$ cat config.mk
export PLATFORM = sky130hd
export DESIGN_NAME = wb_port_arbiter
export DESIGN_NICKNAME = d
export VERILOG_FILES = /design/src/rtl/wb_port_arbiter.sv
export SDC_FILE = /design/constraint.sdc
export NUM_CORES = 1
export LEC_CHECK = 0
export BUFFER_PORTS_ARGS = -buffer_cell sky130_fd_sc_hd__buf_4
export CAP_MARGIN = 25
export CORE_ASPECT_RATIO = 0.9
export CORE_UTILIZATION = 56
export DETAILED_ROUTE_END_ITERATION = 6
export PLACE_DENSITY = 0.9
export SYNTH_ARGS = -nofsm -noshare
export SYNTH_HDL_FRONTEND = slang
export SYNTH_SLANG_ARGS = --single-unit
$ cat constraint.sdc
create_clock -name clk -period 5.2 [get_ports clk]
set_input_delay 0.26 -clock clk [delete_from_list [all_inputs] [get_ports clk]]
set_output_delay 0.26 -clock clk [all_outputs]
set_load 0.05 [all_outputs]
$ cat src/rtl/wb_port_arbiter.sv
// Writeback port arbiter: the pipeline owns the integer/FP register-file write ports, and FPU results queue behind it.
// Optional same-cycle FPU bypass of an empty queue is enabled by defining WB_BYPASS_EN.
module wb_port_arbiter #(
    parameter int XLEN         = 32,
    parameter int DEPTH        = 4,
    parameter int STARVE_LIMIT = 8
) (
    input  logic                     clk,
    input  logic                     rst_n,
    input  logic                     pipe_wen,
    input  logic [4:0]               pipe_rd,
    input  logic [XLEN-1:0]          pipe_wdata,
    input  logic                     pipe_fwen,
    input  logic [4:0]               pipe_frd,
    input  logic [XLEN-1:0]          pipe_fwdata,
    input  logic                     fpu_valid,
    output logic                     fpu_ready,
    input  logic                     fpu_is_int,
    input  logic [4:0]               fpu_rd,
    input  logic [XLEN-1:0]          fpu_wdata,
    output logic                     rf_wen,
    output logic [4:0]               rf_rd,
    output logic [XLEN-1:0]          rf_wdata,
    output logic                     frf_wen,
    output logic [4:0]               frf_rd,
    output logic [XLEN-1:0]          frf_wdata,
    output logic                     pipe_stall,
    output logic [$clog2(DEPTH):0]   pend_cnt
);

    localparam int AW = $clog2(DEPTH);
    localparam int CW = $clog2(STARVE_LIMIT + 1);
    localparam int EW = 1 + 5 + XLEN;

    typedef enum logic [0:0] {
        S_RUN,
        S_STALL
    } state_t;

    state_t          state, state_nxt;
    logic [CW-1:0]   starve_cnt, starve_cnt_nxt;

    logic [EW-1:0]   mem [DEPTH];
    logic [AW-1:0]   wptr, rptr, wptr_inc;
    logic            full, empty;

    logic            head_int;
    logic [4:0]      head_rd;
    logic [XLEN-1:0] head_data;

    logic            pipe_i_claim, pipe_f_claim;
    logic            pop, push, accept, drop, byp;

    assign empty    = !full && (wptr == rptr);
    assign wptr_inc = wptr + AW'(1);
    assign {head_int, head_rd, head_data} = mem[rptr];

    assign pipe_stall = (state == S_STALL);

    // During the forced stall the pipeline's requests are ignored so the head is guaranteed the port.
    assign pipe_i_claim = pipe_wen && (pipe_rd != 5'd0) && !pipe_stall;
    assign pipe_f_claim = pipe_fwen && !pipe_stall;

    assign pop       = !empty && (head_int ? !pipe_i_claim : !pipe_f_claim);
    assign fpu_ready = !full || pop;
    assign accept    = fpu_valid && fpu_ready;
    assign drop      = fpu_is_int && (fpu_rd == 5'd0);

`ifdef WB_BYPASS_EN
    assign byp = accept && !drop && empty && (fpu_is_int ? !pipe_i_claim : !pipe_f_claim);
`else
    assign byp = 1'b0;
`endif

    assign push     = accept && !drop && !byp;
    assign pend_cnt = {full, wptr - rptr};

    always_comb begin
        rf_wen    = 1'b0;
        rf_rd     = 5'd0;
        rf_wdata  = '0;
        frf_wen   = 1'b0;
        frf_rd    = 5'd0;
        frf_wdata = '0;
        if (pipe_i_claim) begin
            rf_wen   = 1'b1;
            rf_rd    = pipe_rd;
            rf_wdata = pipe_wdata;
        end else if (pop && head_int) begin
            rf_wen   = 1'b1;
            rf_rd    = head_rd;
            rf_wdata = head_data;
        end else if (byp && fpu_is_int) begin
            rf_wen   = 1'b1;
            rf_rd    = fpu_rd;
            rf_wdata = fpu_wdata;
        end
        if (pipe_f_claim) begin
            frf_wen   = 1'b1;
            frf_rd    = pipe_frd;
            frf_wdata = pipe_fwdata;
        end else if (pop && !head_int) begin
            frf_wen   = 1'b1;
            frf_rd    = head_rd;
            frf_wdata = head_data;
        end else if (byp && !fpu_is_int) begin
            frf_wen   = 1'b1;
            frf_rd    = fpu_rd;
            frf_wdata = fpu_wdata;
        end
    end

    always_ff @(posedge clk) begin
        if (push) begin
            mem[wptr] <= {fpu_is_int, fpu_rd, fpu_wdata};
        end
    end

    always_ff @(posedge clk or negedge rst_n) begin
        if (!rst_n) begin
            wptr <= '0;
            rptr <= '0;
            full <= 1'b0;
        end else begin
            if (push) begin
                wptr <= wptr_inc;
            end
            if (pop) begin
                rptr <= rptr + AW'(1);
            end
            if (push && !pop && (wptr_inc == rptr)) begin
                full <= 1'b1;
            end else if (pop && !push) begin
                full <= 1'b0;
            end
        end
    end

    // Starvation watchdog: counts cycles the head sits blocked, then forces a one-cycle stall.
    always_comb begin
        state_nxt      = state;
        starve_cnt_nxt = starve_cnt;
        case (state)
            S_RUN: begin
                if (!empty && !pop) begin
                    if (starve_cnt == CW'(STARVE_LIMIT - 1)) begin
                        state_nxt = S_STALL;
                    end
                    starve_cnt_nxt = starve_cnt + CW'(1);
                end else begin
                    starve_cnt_nxt = '0;
                end
            end
            S_STALL: begin
                starve_cnt_nxt = '0;
                state_nxt      = S_RUN;
            end
            default: begin
                starve_cnt_nxt = '0;
                state_nxt      = S_RUN;
            end
        endcase
    end

    always_ff @(posedge clk or negedge rst_n) begin
        if (!rst_n) begin
            state      <= S_RUN;
            starve_cnt <= '0;
        end else begin
            state      <= state_nxt;
            starve_cnt <= starve_cnt_nxt;
        end
    end

endmodule
==> results.cfg <==
[status]
status = finished clean

[final_layout]
final_common_cell = buf_4
diodes = 0
layout_common_cells = 201 x buf_4, 152 x edfxtp_1, 74 x a22o_1, 38 x mux4_2, 17 x clkbuf_16
fin_area_sq_mm = 0.00916
nets = 677
nFillCells = 688
drive_above_1_share_pct = 51.2
utilization_pct = 76.1
area_growth_syn_to_layout_pct = 32.5

[setup_path]
crit_arrival_ps = 3540
cp-start-kind = flip-flop
worst-path-max-fanout = 41
required_ps = 4940
critical_path_class = flip-flop to output port
end_kind = output port

[clock_network]
cts_hold_buffers = 1
clock-sinks = 162
cts_resized = 0
tritoncts = done
cts-root-buf = clkbuf_16
post-cts-setup-buffer-count = 0
htree_levels = 4
clockBufferDepth = 2
cts_buffers = 17
clk_pin_slew_ps = 60
insertion_delay_ps = 420

[global_route]
grt_max_degree = 42
grt_pass1_vias = 4549
grtUsageTotal_pct = 26.8
antenna_found_initial = 0
overflow = 0
grt_pass1_wl_microns = 24600

[die]
dieWidth_microns = 119
start_util_pct = 57.5
die_h_microns = 107
dieArea_sq_mm = 0.0128
core-area_sq_mm = 0.0120
io_pins = 198
fp-row-count = 38

[power]
vdd_drop_max_mv = 0.371
leakagePower_nw = 3.52
p_per_area_mw_per_mm2 = 615
finalPower_w = 0.00563

[logic_synthesis]
synth_cell_types = 40
synth_area_leaders = edfxtp_1 66%, mux4_2 12%, a22o_1 9.4%
yosysWarnings = 0
synth.ff_latch_count = 162
muxShareOfSynthArea_pct = 12.5
syn_area_per_cell_sq_um = 19.3
syn_area_sq_mm = 0.00691
synth_top_family_by_area = multiplexers
syn_nets = 481
synthXorXnorAreaFrac_pct = 0.887
synth_fa_ha_area_share_pct = 1.09
synth_compound_area_share_pct = 11.0
ys_seq_area_share_pct = 69.6
syn_inst = 358
synth_top_area_share_pct = 66.0
yosysTopAreaCell = edfxtp_1
synth-simple-area-share_pct = 2.77

[timing]
rsz0062_at_grt = false
finalCritPeriodShare_pct = 73.1
worst_pin_slew_ps = 1030
period_minus_slack_ps = 3800
relSlewSlack_pct = 31.3
skew_ps = 10.4
max_freq_mhz = 263
hold_viol = 0
tns_ps = 0
setup_slack_ps = 1400
setup_violations = 0
final-max-slew-violation-count = 0

[hold_path]
holdCritPathClass = input pin to flip-flop

[routing]
drt_iter0_drc = 281
ant_nets = 0
drc = 0
viasPerCell = 6.10
wl_per_cell_microns = 23.2
dr.pass1.iters = 5
drt_wl_total_microns = 16800
vias = 4422

[job]
maxCapViolations = 0

[placed_design]
gp_congestion = 0.848
placed_cell_area_sq_mm = 0.00851
place_ws_ps = 1730
port_buffers = 197
hpwlAfterDp_microns = 10300
-- logic make-up (layout without fill, tap and decap cells) --
logic type,Yosys count,in the layout
flops,162,162
compound gates,86,86
mux,39,39
buf+inv,31,238
simple gates,27,27
xor+xnor,7,7
fa+ha+maj,6,6
-- per-stage QoR --
stage	hold WS, ps	cells
finish	43.9	725
CTS	30.5	723
global placement	92.9	692
floorplan	-35.6	358
detailed placement	94.3	692
global route	23.4	725
-- registers in the layout (all words and copies together) (netlist names) --
register	count
rptr	2
full	1
wptr	2
starve_cnt	4
pipe_stall	1
mem	152
-- metal layers --
layer	global-route usage (%)	vias up	part of all wire, %
met5	0	-	0
met4	10.7	0	2.1
met3	6.30	31	8.0
met2	45.3	260	51
met1	33.6	2224	39
li1	-	1907	-
-- synthesized netlist by cell type, drive strengths merged --
| master | n |
|---|---|
| xnor2 | 1 |
| o31a | 1 |
| o31ai | 2 |
| nand2 | 1 |
| edfxtp | 152 |
| inv | 4 |
| ha | 6 |
| or4b | 1 |
| and2 | 4 |
| mux2 | 1 |
| a2bb2oi | 1 |
| xor2 | 6 |
| or4 | 1 |
| o211ai | 1 |
| nor2b | 2 |
| o21ai | 2 |
| nand3 | 1 |
| o21a | 1 |
| or2 | 1 |
| nor3b | 2 |
| a211oi | 1 |
| dfrtp | 10 |
| o41ai | 1 |
| clkbuf | 14 |
| buf | 13 |
| a22o | 74 |
| o211a | 1 |
| nor3 | 4 |
| nand2b | 2 |
| a211o | 1 |
| mux4 | 38 |
| nor2 | 7 |
| nor4b | 1 |
-- power breakdown --
group	internal (W)	switching, W
Sequential	0.00170	0.000184
Combinational	0.000908	0.00160
Clock	0.000750	0.000490
-- path summary, 6_finish.rpt --
path | slack (ps) | endpoint | startpoint | cells after the start
max | 1400 | rf_wdata[2] | rptr[1]$_DFFE_PN0N_ | 5
min | 40 | mem[1][15]$_DFFE_PP_ | fpu_wdata[15] | 1
max reg2reg | 1680 | mem[2][29]$_DFFE_PP_ | rptr[1]$_DFFE_PN0N_ | 4
min reg2reg | 480 | starve_cnt[0]$_DFF_PN0_ | starve_cnt[0]$_DFF_PN0_ | 1
max in group asynchronous | 4830 | rptr[0]$_DFFE_PN0N_ | rst_n | 2
min in group asynchronous | 210 | wptr[0]$_DFFE_PN0P_ | rst_n | 2
-- critical path, cell delays in order (launching register included) --
cell,delay (ps)
dfrtp_2,1040
mux4_2,530
nor3b_4,670
buf_4,420
a22o_1,230
buf_4,210
-- cell type report --
cell class	count	area [sq um]	share of cell area [%]
inverter	4	15.0	0.164
multi-input combinational	165	1970	21.5
timing repair buffer	204	1570	17.1
sequential	162	4820	52.6
tap	160	200	2.19
clock inverter	13	163	1.78
clock buffer	17	425	4.64
(Power assumes the default switching activity.)
